**src/rtl/bm_mult_arbiter.sv**
```systemverilog
// Two-requester round-robin front end sharing one block-mantissa multiplier.
// The product is registered one cycle after the grant; the output is a single stage that reloads at full rate.
module bm_mult_arbiter #(
   parameter int E  = 3,
   parameter int M  = 4,
   parameter int SB = 3,
   localparam int BMW = 1 + E + M,
   localparam int RW  = 2*M + E + 4
) (
   input  logic           clk,
   input  logic           rst,
   input  logic [1:0]     req_valid,
   output logic [1:0]     req_ready,
   input  logic [BMW-1:0] req0_bm1,
   input  logic [BMW-1:0] req0_bm2,
   input  logic [BMW-1:0] req1_bm1,
   input  logic [BMW-1:0] req1_bm2,
   input  logic [SB-1:0]  req0_sb1,
   input  logic [SB-1:0]  req0_sb2,
   input  logic [SB-1:0]  req1_sb1,
   input  logic [SB-1:0]  req1_sb2,
   output logic           out_valid,
   input  logic           out_ready,
   output logic           out_id,
   output logic [RW-1:0]  out_result,
   output logic [SB-1:0]  out_sb,
   output logic           out_ovf,
   output logic [7:0]     op_count
);

   typedef enum logic {EMPTY = 1'b0, FULL = 1'b1} state_t;

   localparam logic [E+1:0] EXP_MAX = (E+2)'((1 << E) - 1);

   state_t         state_q;
   logic           ptr_q;
   logic           load;
   logic           gnt_vld;
   logic           gnt_id;
   logic [BMW-1:0] bm1;
   logic [BMW-1:0] bm2;
   logic [SB-1:0]  sb1;
   logic [SB-1:0]  sb2;
   logic [E+1:0]   e1x;
   logic [E+1:0]   e2x;
   logic [E+1:0]   esum;
   logic [2*M+1:0] m1x;
   logic [2*M+1:0] m2x;
   logic [2*M+1:0] mprod;
   logic [RW-1:0]  result_d;
   logic [SB-1:0]  sb_d;
   logic           ovf_d;

   assign out_valid = (state_q == FULL);

   always_comb begin
      load    = (state_q == EMPTY) || out_ready;
      gnt_vld = !rst && load && (|req_valid);
      gnt_id  = (&req_valid) ? ptr_q : req_valid[1];
      req_ready = 2'b00;
      if (gnt_vld) begin
         req_ready = gnt_id ? 2'b10 : 2'b01;
      end
   end

   always_comb begin
      bm1 = gnt_id ? req1_bm1 : req0_bm1;
      bm2 = gnt_id ? req1_bm2 : req0_bm2;
      sb1 = gnt_id ? req1_sb1 : req0_sb1;
      sb2 = gnt_id ? req1_sb2 : req0_sb2;

      // Two guard bits keep the unwrapped exponent sum exact for the overflow test.
      e1x  = {{2{bm1[M+E-1]}}, bm1[M+E-1:M]};
      e2x  = {{2{bm2[M+E-1]}}, bm2[M+E-1:M]};
      esum = e1x + e2x + (E+2)'(2);
      ovf_d = $signed(esum) > $signed(EXP_MAX);

      m1x   = {{(M+1){1'b0}}, 1'b1, bm1[M-1:0]};
      m2x   = {{(M+1){1'b0}}, 1'b1, bm2[M-1:0]};
      mprod = m1x * m2x;

      result_d = {bm1[BMW-1] ^ bm2[BMW-1], esum[E:0], mprod};
      sb_d     = sb1 + sb2;
   end

   always_ff @(posedge clk or posedge rst) begin
      if (rst) begin
         state_q    <= EMPTY;
         ptr_q      <= 1'b0;
         out_result <= '0;
         out_sb     <= '0;
         out_ovf    <= 1'b0;
         out_id     <= 1'b0;
         op_count   <= 8'd0;
      end else begin
         if (gnt_vld) begin
            state_q    <= FULL;
            ptr_q      <= ~gnt_id;
            out_result <= result_d;
            out_sb     <= sb_d;
            out_ovf    <= ovf_d;
            out_id     <= gnt_id;
         end else if (out_ready) begin
            state_q <= EMPTY;
         end
         if (out_valid && out_ready) begin
            op_count <= op_count + 8'd1;
         end
      end
   end

endmodule
```
**config.mk**
```make
export PLATFORM = sky130hd
export DESIGN_NAME = bm_mult_arbiter
export DESIGN_NICKNAME = d
export VERILOG_FILES = /design/src/rtl/bm_mult_arbiter.sv
export SDC_FILE = /design/constraint.sdc
export NUM_CORES = 1
export LEC_CHECK = 0
export CORE_MARGIN = 2
export CORE_UTILIZATION = 45
export CTS_CLUSTER_DIAMETER = 120
export DETAILED_ROUTE_END_ITERATION = 12
export PLACE_DENSITY = 0.77
export SLEW_MARGIN = 20
export SYNTH_ARGS = -nofsm -noshare
export SYNTH_HDL_FRONTEND = slang
export SYNTH_SLANG_ARGS = --single-unit
```
**constraint.sdc**
```tcl
create_clock -name clk -period 5.1 [get_ports clk]
set_input_delay 1.02 -clock clk [delete_from_list [all_inputs] [get_ports clk]]
set_output_delay 1.02 -clock clk [all_outputs]
set_load 0.02 [all_outputs]
```
==> run summary, run 1 <==
0 antenna diodes ended up in the layout. The run finished with clean final reports. Among all flip-flop cells after synthesis, the most frequent one is sky130_fd_sc_hd__dfrtp_1. The TritonCTS sink count is 30, and the total placed instance area is 3430 um2.

Across the run, the number of max-cap violations was 0. The worst setup path is of the in2reg kind. Row generation in the floorplan step produced 26 rows. The die is 76.6 um wide.

The run gives 31 as the largest net degree at the start of global routing. Each instance of the synthesized netlist takes up on average 9.38 um2. After technology mapping, the gate count stands at 253.

The element type at the critical path end was a flip-flop. After routing the design area is 3550 um2. The proportion of netlist area held by the largest area contributor is 31.6%.

STA classifies the critical path startpoint as an input pin. The detailed route wirelength on metal2 is 2.95 mm. The iteration count of the initial detailed-routing pass is 4.

The yosys synthesis warning count was 0; the total die area was 5870 um2. For this run, design rule violations remaining after detail routing come to 0. The hold-fix buffer count after cts is 0, and the number of global-route vias before repair is 2228. The run gives 5 as the number of buffers created by CTS. The highest metal layer carrying signal wires in the routed design is met4. For this run, the total global-route usage over all layers was measured as 21.1%.

STA puts the critical path data required time at 5.31 ns. The clock edge transition at the registers on the reported setup and hold paths was 0.07 ns. At the pin with the least slew margin, the transition time is 0.877 ns. The logs give 0.28 ns for the clock network latency to the later pin of the worst-skew pair and 2.53 mm for the met1 layer wirelength in the final routing. The count of endpoints failing hold in the final timing report was 0; the number of flops mapped to enable cells by yosys was 0.

The count of nets left with antenna violations once routing finished came out at 0. In this run the worst path has a maximum fanout of 6. Subtracting the final worst setup slack from the clock period gives 4.89 ns. The count of cell types in the netlist is 39. The final worst clock skew came out at 0.00870 ns. The tools report the maximum ir drop on the vdd rail as 286 uV. The area growth from synthesis to layout was 49.8%; the number of fill cells in the layout was 416.

The area of the mapped netlist is 2370 um2, and the length of routed met3 wiring is 263 um. The tools report the number of post-CTS setup repair buffers as 0. For this configuration, the core starts out at a cell density of 46.4%.

TritonCTS built the clock tree. Sorting the synthesized cells by area gives the leading types as sky130_fd_sc_hd__dfrtp_1 32%, sky130_fd_sc_hd__ha_1 14%, sky130_fd_sc_hd__fa_1 8.4%, sky130_fd_sc_hd__mux2i_1 6.3%, sky130_fd_sc_hd__nand2_1 5.2%. Setup repair after global routing left no endpoint under its margin. The count of final max-slew check failures came out at 0. Final wirelength: 5.81 mm.

The async set-reset flop share out of synthesis was 100%. Routability-driven placement finished with a final weighted congestion of 0.862. For the net count after synthesis, the log shows 338.

The cell area power density is 394 nW/um2, and the quantity of I/O buffers inserted on ports is 79. For this run the aggregate overflow at the end of global routing stands at 0. Worst min-delay path category: reg2reg. The CTS root buffer is sky130_fd_sc_hd__clkbuf_8. Static timing analysis puts the maximum clock frequency at 0.205 GHz.

The routed layout has 2188 vias. The half-perimeter wire length of the detailed placement result came out at 4.78 mm. The layout cell share with drive strength beyond 1 works out to 12.5%. For this design the static power due to leakage is 0.00169 uW.

The routed length per instance works out to 13.5 um. Sequential cells were found to cover 31.6% of the synthesized design area. The final cycle utilization of the critical path was 95.9%; the final setup violation count was 0. The data arrival time of the critical path was 5.10 ns. The synthesized flop and latch total works out to 30. The first global-routing pass estimated 10.1 mm of wire.

From bottom edge to top edge, the die measures 76.6 um. Measured against its own limit, the worst slew margin works out to 41.3%. The biggest area contributor in the post-synthesis netlist is sky130_fd_sc_hd__dfrtp_1. Gates resized during post-CTS repair numbered 0. The final layout contains 444 nets.

Pin placement for this block handled 80 I/O pins. The region available for standard cell placement spans 5110 um2. The violation count after the first detailed-route iteration came out at 64. The mean number of vias per cell is 5.10. The tools report the final sum of negative setup slack as 0 ns.

The logs give 0 for the number of antenna violations at the first check in global routing and 2 for the deepest level of the CTS H-tree. No sink is reached through more buffers than the 2 on the longest clock path.
[report_power, final]
group | leakage, uW | internal, uW | total, uW | switching, uW
clock network | 0.0000573 | 156 | 239 | 83.0
registers | 0.000372 | 316 | 379 | 63.0
logic | 0.00126 | 402 | 781 | 380
[worst paths after layout]
kind | start | to | slack [ns] | cells after the start
max | req_valid[0] | out_result[8] | 0.21 | 15
min in group asynchronous | rst | out_result[9] | 1.13 | 3
max reg2reg | ptr_q | out_result[8] | 0.96 | 14
max in group asynchronous | rst | out_result[0] | 3.67 | 3
min reg2reg | out_result[2] | out_result[2] | 0.47 | 2
min | out_result[2] | out_result[2] | 0.47 | 2
[critical path, stage by stage]
cell,delay (ns)
sky130_fd_sc_hd__clkdlybuf4s50_1,0.47
sky130_fd_sc_hd__nand2b_1,0.08
sky130_fd_sc_hd__nand2_1,0.14
sky130_fd_sc_hd__buf_12,0.14
sky130_fd_sc_hd__mux2i_1,0.11
sky130_fd_sc_hd__or2_2,0.32
sky130_fd_sc_hd__fa_1,0.47
sky130_fd_sc_hd__fa_1,0.54
sky130_fd_sc_hd__inv_1,0.06
sky130_fd_sc_hd__fa_1,0.47
sky130_fd_sc_hd__ha_1,0.33
sky130_fd_sc_hd__nor2b_1,0.16
sky130_fd_sc_hd__o31a_1,0.25
sky130_fd_sc_hd__or4_1,0.46
sky130_fd_sc_hd__nand3_1,0.09
[state kept, by name (all words and copies together), names as in the netlist]
| signal | count |
|---|---|
| op_count | 8 |
| out_id | 1 |
| out_result | 15 |
| ptr_q | 1 |
| out_sb | 3 |
| out_ovf | 1 |
| out_valid | 1 |
[synth_stat cells (2+ instances only)]
cell and number:
sky130_fd_sc_hd__nor2b_1 3, sky130_fd_sc_hd__or4_1 2, sky130_fd_sc_hd__buf_2 5, sky130_fd_sc_hd__clkbuf_1 2, sky130_fd_sc_hd__mux2_2 5, sky130_fd_sc_hd__nand3_1 7
sky130_fd_sc_hd__nand2b_1 3, sky130_fd_sc_hd__dfrtp_1 30, sky130_fd_sc_hd__xor2_1 7, sky130_fd_sc_hd__o21a_1 2, sky130_fd_sc_hd__o211ai_1 2, sky130_fd_sc_hd__a2111oi_0 2
sky130_fd_sc_hd__a21o_1 3, sky130_fd_sc_hd__nor3_1 4, sky130_fd_sc_hd__a211oi_1 5, sky130_fd_sc_hd__nor4b_1 2, sky130_fd_sc_hd__fa_1 10, sky130_fd_sc_hd__o21ai_0 10
sky130_fd_sc_hd__nand2_1 33, sky130_fd_sc_hd__inv_1 25, sky130_fd_sc_hd__or2_2 3, sky130_fd_sc_hd__ha_1 26, sky130_fd_sc_hd__nor2_1 21, sky130_fd_sc_hd__a21oi_1 5
sky130_fd_sc_hd__xnor2_1 7, sky130_fd_sc_hd__mux2i_1 15, sky130_fd_sc_hd__o31ai_1 2
[metal layers]
| metal | track usage [%] | vias up |
|---|---|---|
| li1 | - | 1077 |
| met1 | 26.6 | 1040 |
| met2 | 37.2 | 63 |
| met3 | 4.03 | 8 |
| met4 | 5.09 | 0 |
| met5 | 0 | - |
[kinds of logic after synthesis]
| family | Yosys count | synth area share, % |
|---|---|---|
| compound gates | 39 | 11.3 |
| xor+xnor | 14 | 5.17 |
| fa+ha+maj | 36 | 22.2 |
| buf+inv | 32 | 5.33 |
| flops | 30 | 31.6 |
| mux | 20 | 8.70 |
| simple gates | 82 | 15.7 |
[area by class of cell]
| class | count | area, um2 | share of cell area [%] |
|---|---|---|---|
| clock inverter | 1 | 30.0 | 0.845 |
| tap | 70 | 87.6 | 2.46 |
| multi-input combinational | 191 | 1500 | 42.3 |
| inverter | 25 | 93.8 | 2.64 |
| sequential | 30 | 751 | 21.1 |
| timing repair buffer | 106 | 1010 | 28.3 |
| clock buffer | 6 | 82.6 | 2.32 |
[placed cells by master, fill, tap and decap left out, drive strengths merged, types with 5 or more instances in the layout]
master	count
buf	27
mux2i	15
xnor2	7
nand2	33
a21oi	5
clkdlybuf4s50	79
clkbuf	6
mux2	5
a211oi	5
ha	26
fa	10
dfrtp	30
xor2	7
nand3	7
nor2	21
inv	25
o21ai	10
[stage by stage]
stage | setup slack [ns] | total power, uW | utilization (%) | instances | hold slack (ns)
after floorplan | 0.345 | 803 | - | 253 | 0.480
after global placement | -0.0373 | 1140 | 67.2 | 422 | 0.460
after detailed placement | -0.138 | 1160 | 67.2 | 422 | 0.468
after CTS | 0.151 | 1410 | 69.4 | 429 | 0.483
after global routing | 0.00767 | 1510 | 69.6 | 429 | 0.511
final | 0.211 | 1400 | 69.6 | 429 | 0.475
Note: power is estimated with default switching activity, not from simulation.
==> run 2, diff against run 1 <==
--- a/config.mk
+++ b/config.mk
@@ -9,7 +9,9 @@
 export CORE_UTILIZATION = 45
 export CTS_CLUSTER_DIAMETER = 120
 export DETAILED_ROUTE_END_ITERATION = 12
+export GPL_TIMING_DRIVEN = 0
 export PLACE_DENSITY = 0.77
+export RECOVER_POWER = 50
 export SLEW_MARGIN = 20
 export SYNTH_ARGS = -nofsm -noshare
 export SYNTH_HDL_FRONTEND = slang
==> run summary, run 2 (same netlist as run 1, synthesis figures left out) <==
The run finished with clean final reports. The largest registers in the layout are out_result: 15 flops, op_count: 8 flops, out_sb: 3 flops. The total global routing overflow is 0 (unchanged), and the placeable core region is 5110 um2 (unchanged). The tools report the hold-fix buffer count after cts as 0 (unchanged). The largest net degree at the start of global routing was 31 (unchanged); the final cell area excluding filler cells was 3490 um2 (-1.8%). For the deepest level of the CTS H-tree, the log shows 2 (unchanged). For this design, the slowest cell found on the critical path is sky130_fd_sc_hd__fa_1. The tools report the number of antenna-violating nets in the routed design as 0 (unchanged). The tools report the worst slew slack as a fraction of its limit as 23.8% (-18 points).

By instance count, the cell type seen most on the critical path is sky130_fd_sc_hd__fa_1. The final wirelength was 5.76 mm (-0.84%); the maximum clock rate was 0.213 GHz (+4.2%). The tools report the startpoint of the worst setup timing path as req_valid[0]. The post-route minimum period works out to 4.69 ns (-0.198 ns). In this run the clock root is driven by a sky130_fd_sc_hd__clkbuf_8. Data required time at the worst endpoint: 5.32 ns (about the same).

The routability congestion estimate came out at 0.816 (-5.3%). The run gives 5870 um2 (unchanged) as the total die area. Commonest non-fill, non-tap cell in the layout: sky130_fd_sc_hd__clkdlybuf4s50_1.

The peak per-stage delay on the critical path was 0.54 ns (about the same). The maximum fanout along the worst path is 8 (+2). The final cycle utilization of the critical path works out to 92.0% (-3.9 points). The flop-to-flop setup slack was 0.85 ns (-0.11 ns). The startpoint of the lowest-slack register-to-register path was ptr_q. Final layout net count: 426 (-4.1%).

The actual transition at the worst max-transition pin came out at 1.14 ns (+0.265 ns). The critical path in this run is classified as in2reg. The count of endpoints failing hold in the final timing report came out at 0 (unchanged). The number of global-route vias before repair is 2152 (-3.4%). The final setup violation count was 0 (unchanged).

TritonCTS built the clock tree. The worst reg2reg path depth is 14 (unchanged). The clock network latency to the later pin of the worst-skew pair was 0.28 ns (about the same). The iteration count of the initial detailed-routing pass came out at 4 (unchanged).

The run gives 46.4% (unchanged) as the starting density of the core. The tools report the count of final max-slew check failures as 0 (unchanged). Worst min-delay path category: reg2reg. The mean number of vias per cell is 5.13 (+0.52%), and the violation count after the first detailed-route iteration is 73 (+14%).

The logs give 20.2% (-0.89 points) for the global-route usage over all layers and 0.0108 ns (+0.00207 ns) for the final worst clock skew. Largest register by flop count: out_result. The element type at the critical path end was a flip-flop. The die extent in x was 76.6 um (unchanged). The layout cell share with drive strength beyond 1 works out to 9.09% (-3.4 points). The final antenna diode count was 0 (unchanged); the site row count was 26 (unchanged). The quantity of I/O buffers inserted on ports is 79 (unchanged), and the area growth from synthesis to layout is 47.2%. The total chip power was 1360 uW (-2.8%); the number of flip-flops in the largest register was 15 (unchanged).

The tools report the global-route wire length before repair as 9.68 mm (-4.1%). The type of element launching the critical path was an input pin. The TritonCTS sink count is 30 (unchanged). The via count of the routed design is 2107 (-3.7%), and the clock edge transition at the registers on the reported setup and hold paths is 0.07 ns (about the same).

The cell leakage power is 0.00161 uW (-4.9%). The DRC violation count after routing was 0 (unchanged); the cell area power density was 390 nW/um2 (-1.1%). The tools report the number of maximum-capacitance violations as 0 (unchanged). In this run the worst setup path terminates at out_result[8]. Buffer levels on the longest clock path: 2 (unchanged). The top cell types in the final layout, fill and taps aside, are 69 x sky130_fd_sc_hd__clkdlybuf4s50_1, 32 x sky130_fd_sc_hd__nand2_1, 30 x sky130_fd_sc_hd__dfrtp_1, 25 x sky130_fd_sc_hd__inv_1, 25 x sky130_fd_sc_hd__ha_1.

The number of buffers created by CTS was 5 (unchanged); the maximum ir drop on the vdd rail was 266 uV (-7.1%). Half-perimeter wire length of the detailed placement result: 4.50 mm (-5.9%). Setup repair after global routing left no endpoint under its margin. The logs give 3250 um2 (-5.3%) for the total placed instance area and 80 (unchanged) for the number of I/O pins.

The tools report the capturing point of the worst reg2reg path as out_result[8]. Traced cell by cell, the critical path runs through dlymetal6s2s_1, nand2b_1, nand2_2, buf_12, mux2i_4, or2_2, fa_1, fa_1, inv_1, fa_1, ha_4, nor2b_1, o31a_1, or4_1, nand3_1. The chip height is 76.6 um (unchanged). The logs give 0.477 ns (+0.00264 ns) for the hold slack and 0 (unchanged) for the number of antenna violations at the first check in global routing.

The data arrival time of the critical path was 4.91 ns (-0.19 ns). Routed length per instance: 14.0 um (+3.5%).
==> run 2: cell types whose count changed in the layout (fill, tap and decap cells not counted), sizes merged <==
cell	before	now
buf	27	6
dlymetal6s2s	0	2
dlygate4sd3	0	8
clkdlybuf4s50	79	69
clkbuf	6	9
==> run 2: worst min-delay path by stage <==
stage | to | from | slack [ns] | cells after the start
global placement | op_count[7] | op_count[7] | 0.46 | 1
global route | out_result[0] | out_result[0] | 0.51 | 2
detailed placement | out_id | out_id | 0.47 | 1
finish | out_result[10] | out_result[10] | 0.48 | 2
floorplan | ptr_q | ptr_q | 0.48 | 2
CTS | out_result[10] | out_result[10] | 0.49 | 2
==> run 2: cell type report <==
cell class	instances	area [um2]
Clock buffer	6	82.6
Clock inverter	1	30.0
Multi-Input combinational cell	191	1590
Fill cell	426	1620
Timing Repair Buffer	81	811
Inverter	25	93.8
Buffer	7	46.3
Tap cell	70	87.6
Sequential cell	30	751
==> run 2: what timing repair did <==
action | in CTS | in global routing
pin swaps | 0 | 2
setup endpoints to repair | 4 | 3
buffers inserted | 0 | 2
resized for setup | 11 | 11
==> run 2: through the flow <==
| step | util [%] | std cells | setup TNS, ns | setup slack [ns] |
|---|---|---|---|---|
| final | 68.4 | 411 | 0 | 0.408 |
| after global routing | 68.4 | 411 | 0 | 0.294 |
| after CTS | 67.0 | 409 | 0 | 0.00697 |
| after detailed placement | 63.6 | 402 | -1.92 | -0.551 |
| after global placement | 63.6 | 402 | -1.93 | -0.577 |
| after floorplan | - | 253 | 0 | 0.345 |
==> run 2: routing by layer <==
metal | routed length (um) | track usage, %
met5 | 0 | 0
met4 | 55 | 4.18
met3 | 217 | 4.03
met2 | 3010 | 36.3
met1 | 2480 | 25.1
==> run 2: power by group <==
group,internal (uW),switching (uW),total [uW]
combinational,363,376,739
clock,156,88.0,244
sequential,316,61.4,377
total,834,526,1360
==> run 2: worst max-delay path, delay by kind of cell <==
family	cells	cell delay, ns
buffers and inverters	3	0.38
AO/OA/AOI/OAI	1	0.27
multiplexers	1	0.20
AND/OR/NAND/NOR	6	1.24
adder cells (fa/ha/maj)	4	1.79
==> run 3, diff against run 2 <==
--- a/config.mk
+++ b/config.mk
@@ -7,7 +7,7 @@
 export LEC_CHECK = 0
 export CORE_MARGIN = 2
 export CORE_UTILIZATION = 45
-export CTS_CLUSTER_DIAMETER = 120
+export CTS_CLUSTER_DIAMETER = 150
 export DETAILED_ROUTE_END_ITERATION = 12
 export GPL_TIMING_DRIVEN = 0
 export PLACE_DENSITY = 0.77
==> results of run 3 <==
Same layout as run 2: the final DEF is identical, and so are final timing and power.
==> patch 1 (settings of run 3) <==
Put one more register stage on the output `out_ovf`, with the module's reset. The value now appears one clock later. The other outputs are not delayed to match.
--- a/src/rtl/bm_mult_arbiter.sv
+++ b/src/rtl/bm_mult_arbiter.sv
@@ -32,4 +32,6 @@
 
    localparam logic [E+1:0] EXP_MAX = (E+2)'((1 << E) - 1);
+
+   logic out_ovf_s0;
 
    state_t         state_q;
@@ -90,5 +92,5 @@
          out_result <= '0;
          out_sb     <= '0;
-         out_ovf    <= 1'b0;
+         out_ovf_s0 <= 1'b0;
          out_id     <= 1'b0;
          op_count   <= 8'd0;
@@ -99,5 +101,5 @@
             out_result <= result_d;
             out_sb     <= sb_d;
-            out_ovf    <= ovf_d;
+            out_ovf_s0 <= ovf_d;
             out_id     <= gnt_id;
          end else if (out_ready) begin
@@ -110,3 +112,11 @@
    end
 
+   always_ff @(posedge clk or posedge rst) begin
+      if (rst) begin
+         out_ovf <= '0;
+      end else begin
+         out_ovf <= out_ovf_s0;
+      end
+   end
+
 endmodule
Check against the original RTL: not equivalent (Yosys sat finds a counterexample within 4 cycles, from zero or initial values and one cycle with rst high).
==> patch 1 against run 3 <==
  * Sequential cell count up 1
  * Routed wire length is 1.3% lower
  * Setup slack worse by 0.028 ns
  * Design area decreased by 0.11%
  * Worst hold slack worse by 0.093 ns
  * Total power increased by 0.96%
  * Synthesized cell count grew 0.40%
  * Synthesized area is 1.1% higher
  * Critical path type unchanged
==> patch 1: results <==
[worst_hold_path]
min-delay-start = out_ovf_s0
holdPathStages = 0
hold_end = out_ovf
hp-class = flip-flop to flip-flop

[sta]
fin_ws_ns = 0.3801
hold-worst-slack_ns = 0.3842
skew_ns = 0.004094

[place]
gp_congestion = 0.8274
placedCellCount = 403
dp_hpwl_um = 4455

[worst_setup_path]
r2r-end = out_result[9]
regToRegSetupSlack_ns = 0.83
cp.arrival_ns = 4.94
r2r_cells = 16

[final_layout]
nNetsFinal = 427
drive_gt1_frac = 0.09329

[logic_synthesis]
synthTopCellsByArea = dfrtp_1, ha_1, fa_1
synth.area.mux_share = 0.08612
syn-num-nets = 339
synth_adder_area_share = 0.2192
yosysSeqAreaShare = 0.3236
synth_xor_area_frac = 0.05115
synth_commonest_cells = nand2_1, dfrtp_1, ha_1
synth_compound_area_frac = 0.1117

[global_route]
track_usage = 0.2044
grt_max_degree = 32

[routing]
vias = 2126
route.met2.wl_um = 2901
wl_met1_um = 2426
wl_um = 5683
drt-initial-drc-count = 63
routed-wl-met3_um = 264
routedWlPerCell_um = 13.76

[outcome]
status = complete, no violations

[power]
p_leak_nw = 1.623
ir_drop_uv = 238.4

[clock_tree]
ctsResizeCount = 12
[patch 1: cell types whose count changed in the layout (fill, tap and decap cells not counted), sizes merged]
| cell | change |
|---|---|
| clkdlybuf4s50 | +1 |
| dfrtp | +1 |
| dlygate4sd3 | -1 |
| clkinv | +1 |
[patch 1: final cells by class]
| class | instances | area, µm² |
|---|---|---|
| multi-input combinational | 191 | 1556 |
| fill | 439 | 1652 |
| buffer | 7 | 46.29 |
| tap | 70 | 87.58 |
| clock inverter | 2 | 35.03 |
| sequential | 31 | 775.7 |
| clock buffer | 6 | 82.58 |
| inverter | 25 | 93.84 |
| timing repair buffer | 81 | 810.8 |
[patch 1: per-layer routing]
| metal | track usage | vias to the layer above |
|---|---|---|
| met5 | 0 | - |
| met4 | 0.07857 | 0 |
| met3 | 0.04235 | 8 |
| met2 | 0.3272 | 62 |
| met1 | 0.2726 | 1013 |
| li1 | - | 1043 |
[patch 1: metrics by stage]
| step | utilization | cell area (µm²) |
|---|---|---|
| 2_1_floorplan | - | 2397 |
| 3_3_place_gp | 0.6373 | 3276 |
| 4_1_cts | 0.6723 | 3456 |
| 5_1_grt | 0.6787 | 3488 |
| 6_report | 0.6787 | 3488 |
| 3_5_place_dp | 0.6373 | 3276 |
[patch 1: critical path, delay by kind of cell]
kind | cells | cell delay (ns)
adders and majority gates | 4 | 1.78
buffers and inverters | 3 | 0.36
AOI/OAI and AO/OA | 1 | 0.31
and+or+nand+nor | 6 | 1.26
muxes | 1 | 0.20
[patch 1: report_power, final]
| part | leakage, nW | switching, mW | internal, mW | total (mW) |
|---|---|---|---|---|
| sequential | 0.385 | 0.0610 | 0.326 | 0.387 |
| combinational | 1.18 | 0.375 | 0.363 | 0.738 |
| clock | 0.0612 | 0.0903 | 0.158 | 0.248 |
==> patch 2 (settings of run 3) <==
Made on the original files. Set the parameter `M` to 8 (it was 4).
--- a/src/rtl/bm_mult_arbiter.sv
+++ b/src/rtl/bm_mult_arbiter.sv
@@ -3,5 +3,5 @@
 module bm_mult_arbiter #(
    parameter int E  = 3,
-   parameter int M  = 4,
+   parameter int M  = 8,
    parameter int SB = 3,
    localparam int BMW = 1 + E + M,
Ports: changed (5 resized); port bits go from 80 to 104. No check against the original RTL was run, so the function may have changed too.
==> patch 2 against run 3 <==
  * The flow now finishes with violations (negative setup slack)
  * Total power rose to 3.2 times the old value
  * Routed wire length up 120%
  * Clock skew up 0.0010 ns
  * Sequential cell count rose by 8
  * Global-route usage is 3.6 points higher
  * Via count increased by 93%
  * Setup slack lost 0.62 ns
  * Design area up 91%
  * Synthesized area grew 86%
  * Critical path depth is 6 higher
  * Sequential share of layout area is 7.2 points lower
  * Critical path type unchanged
  * Count of clock-buffer cells in the layout down 1
==> patch 2: results <==
[outcome]
status = finished with violations
violations = negative setup slack

[logic_synthesis]
yosysSeqAreaShare = 0.2150
syn-num-nets = 656
synth_commonest_cells = inv_1, nand2_1, fa_1
synthTopCellsByArea = fa_1, dfrtp_1, ha_1
syn-mean-instance-area_um2 = 8.953
netlist_instances = 494

[place]
dp_hpwl_um = 9026
dpl-instance-area_mm2 = 0.005913
placedCellCount = 731
gp_congestion = 0.8381

[routing]
drt-initial-drc-count = 171
routedWlPerCell_um = 15.66
avgViaCountPerCell = 5.140

[global_route]
grt_pass1_vias = 4388
track_usage = 0.2374
grt_max_degree = 28

[final_layout]
inverters = 90
buffers = 167
instances_no_fill = 791
bufAreaShareNonClock = 0.2381
drive_gt1_frac = 0.2325
multi_input_cells = 355
nFlopsAndLatches = 38
seq_share = 0.1426

[power]
p_leak_nw = 3.225

[sta]
setup_tns_ns = -1.359
hold-worst-slack_ns = 0.4733
worst_pin_slew_ns = 1.446
fin_ws_ns = -0.2159
setup_viol = 8

[worst_setup_path]
cp.arrival_ns = 5.49
regToRegSetupSlack_ns = 0.19
cp_max_fo = 6
crit_end = out_result[17]

[worst_hold_path]
min-delay-start = out_sb[0]
==> patch 2: changes by cell type after synthesis, sizes merged, moves of 6 or more <==
cell	delta
nor2	+24
o21ai	+17
inv	+65
ha	+19
a21oi	+6
nand2	+48
dfrtp	+8
fa	+42
xnor2	+6
==> patch 2: where the power goes <==
group	switching, mW	internal [mW]
registers	0.0761	0.414
logic	1.81	1.75
clock network	0.117	0.196
==> patch 2: metal layers <==
metal	vias up	routed length (µm)	GRT usage
li1	1885	-	-
met1	2028	4658	0.2731
met2	119	6841	0.4326
met3	34	501	0.04068
met4	0	389	0.1022
met5	-	0	0
==> patch 2: logic make-up (layout without fill, tap and decap cells) <==
group	count (synthesis)	in the layout	share of synthesized area
compound gates	55	55	0.07525
xor+xnor	23	23	0.04554
flops	38	38	0.2150
buf+inv	101	265	0.09109
mux	28	28	0.06591
simple gates	152	152	0.1446
fa+ha+maj	97	97	0.3627
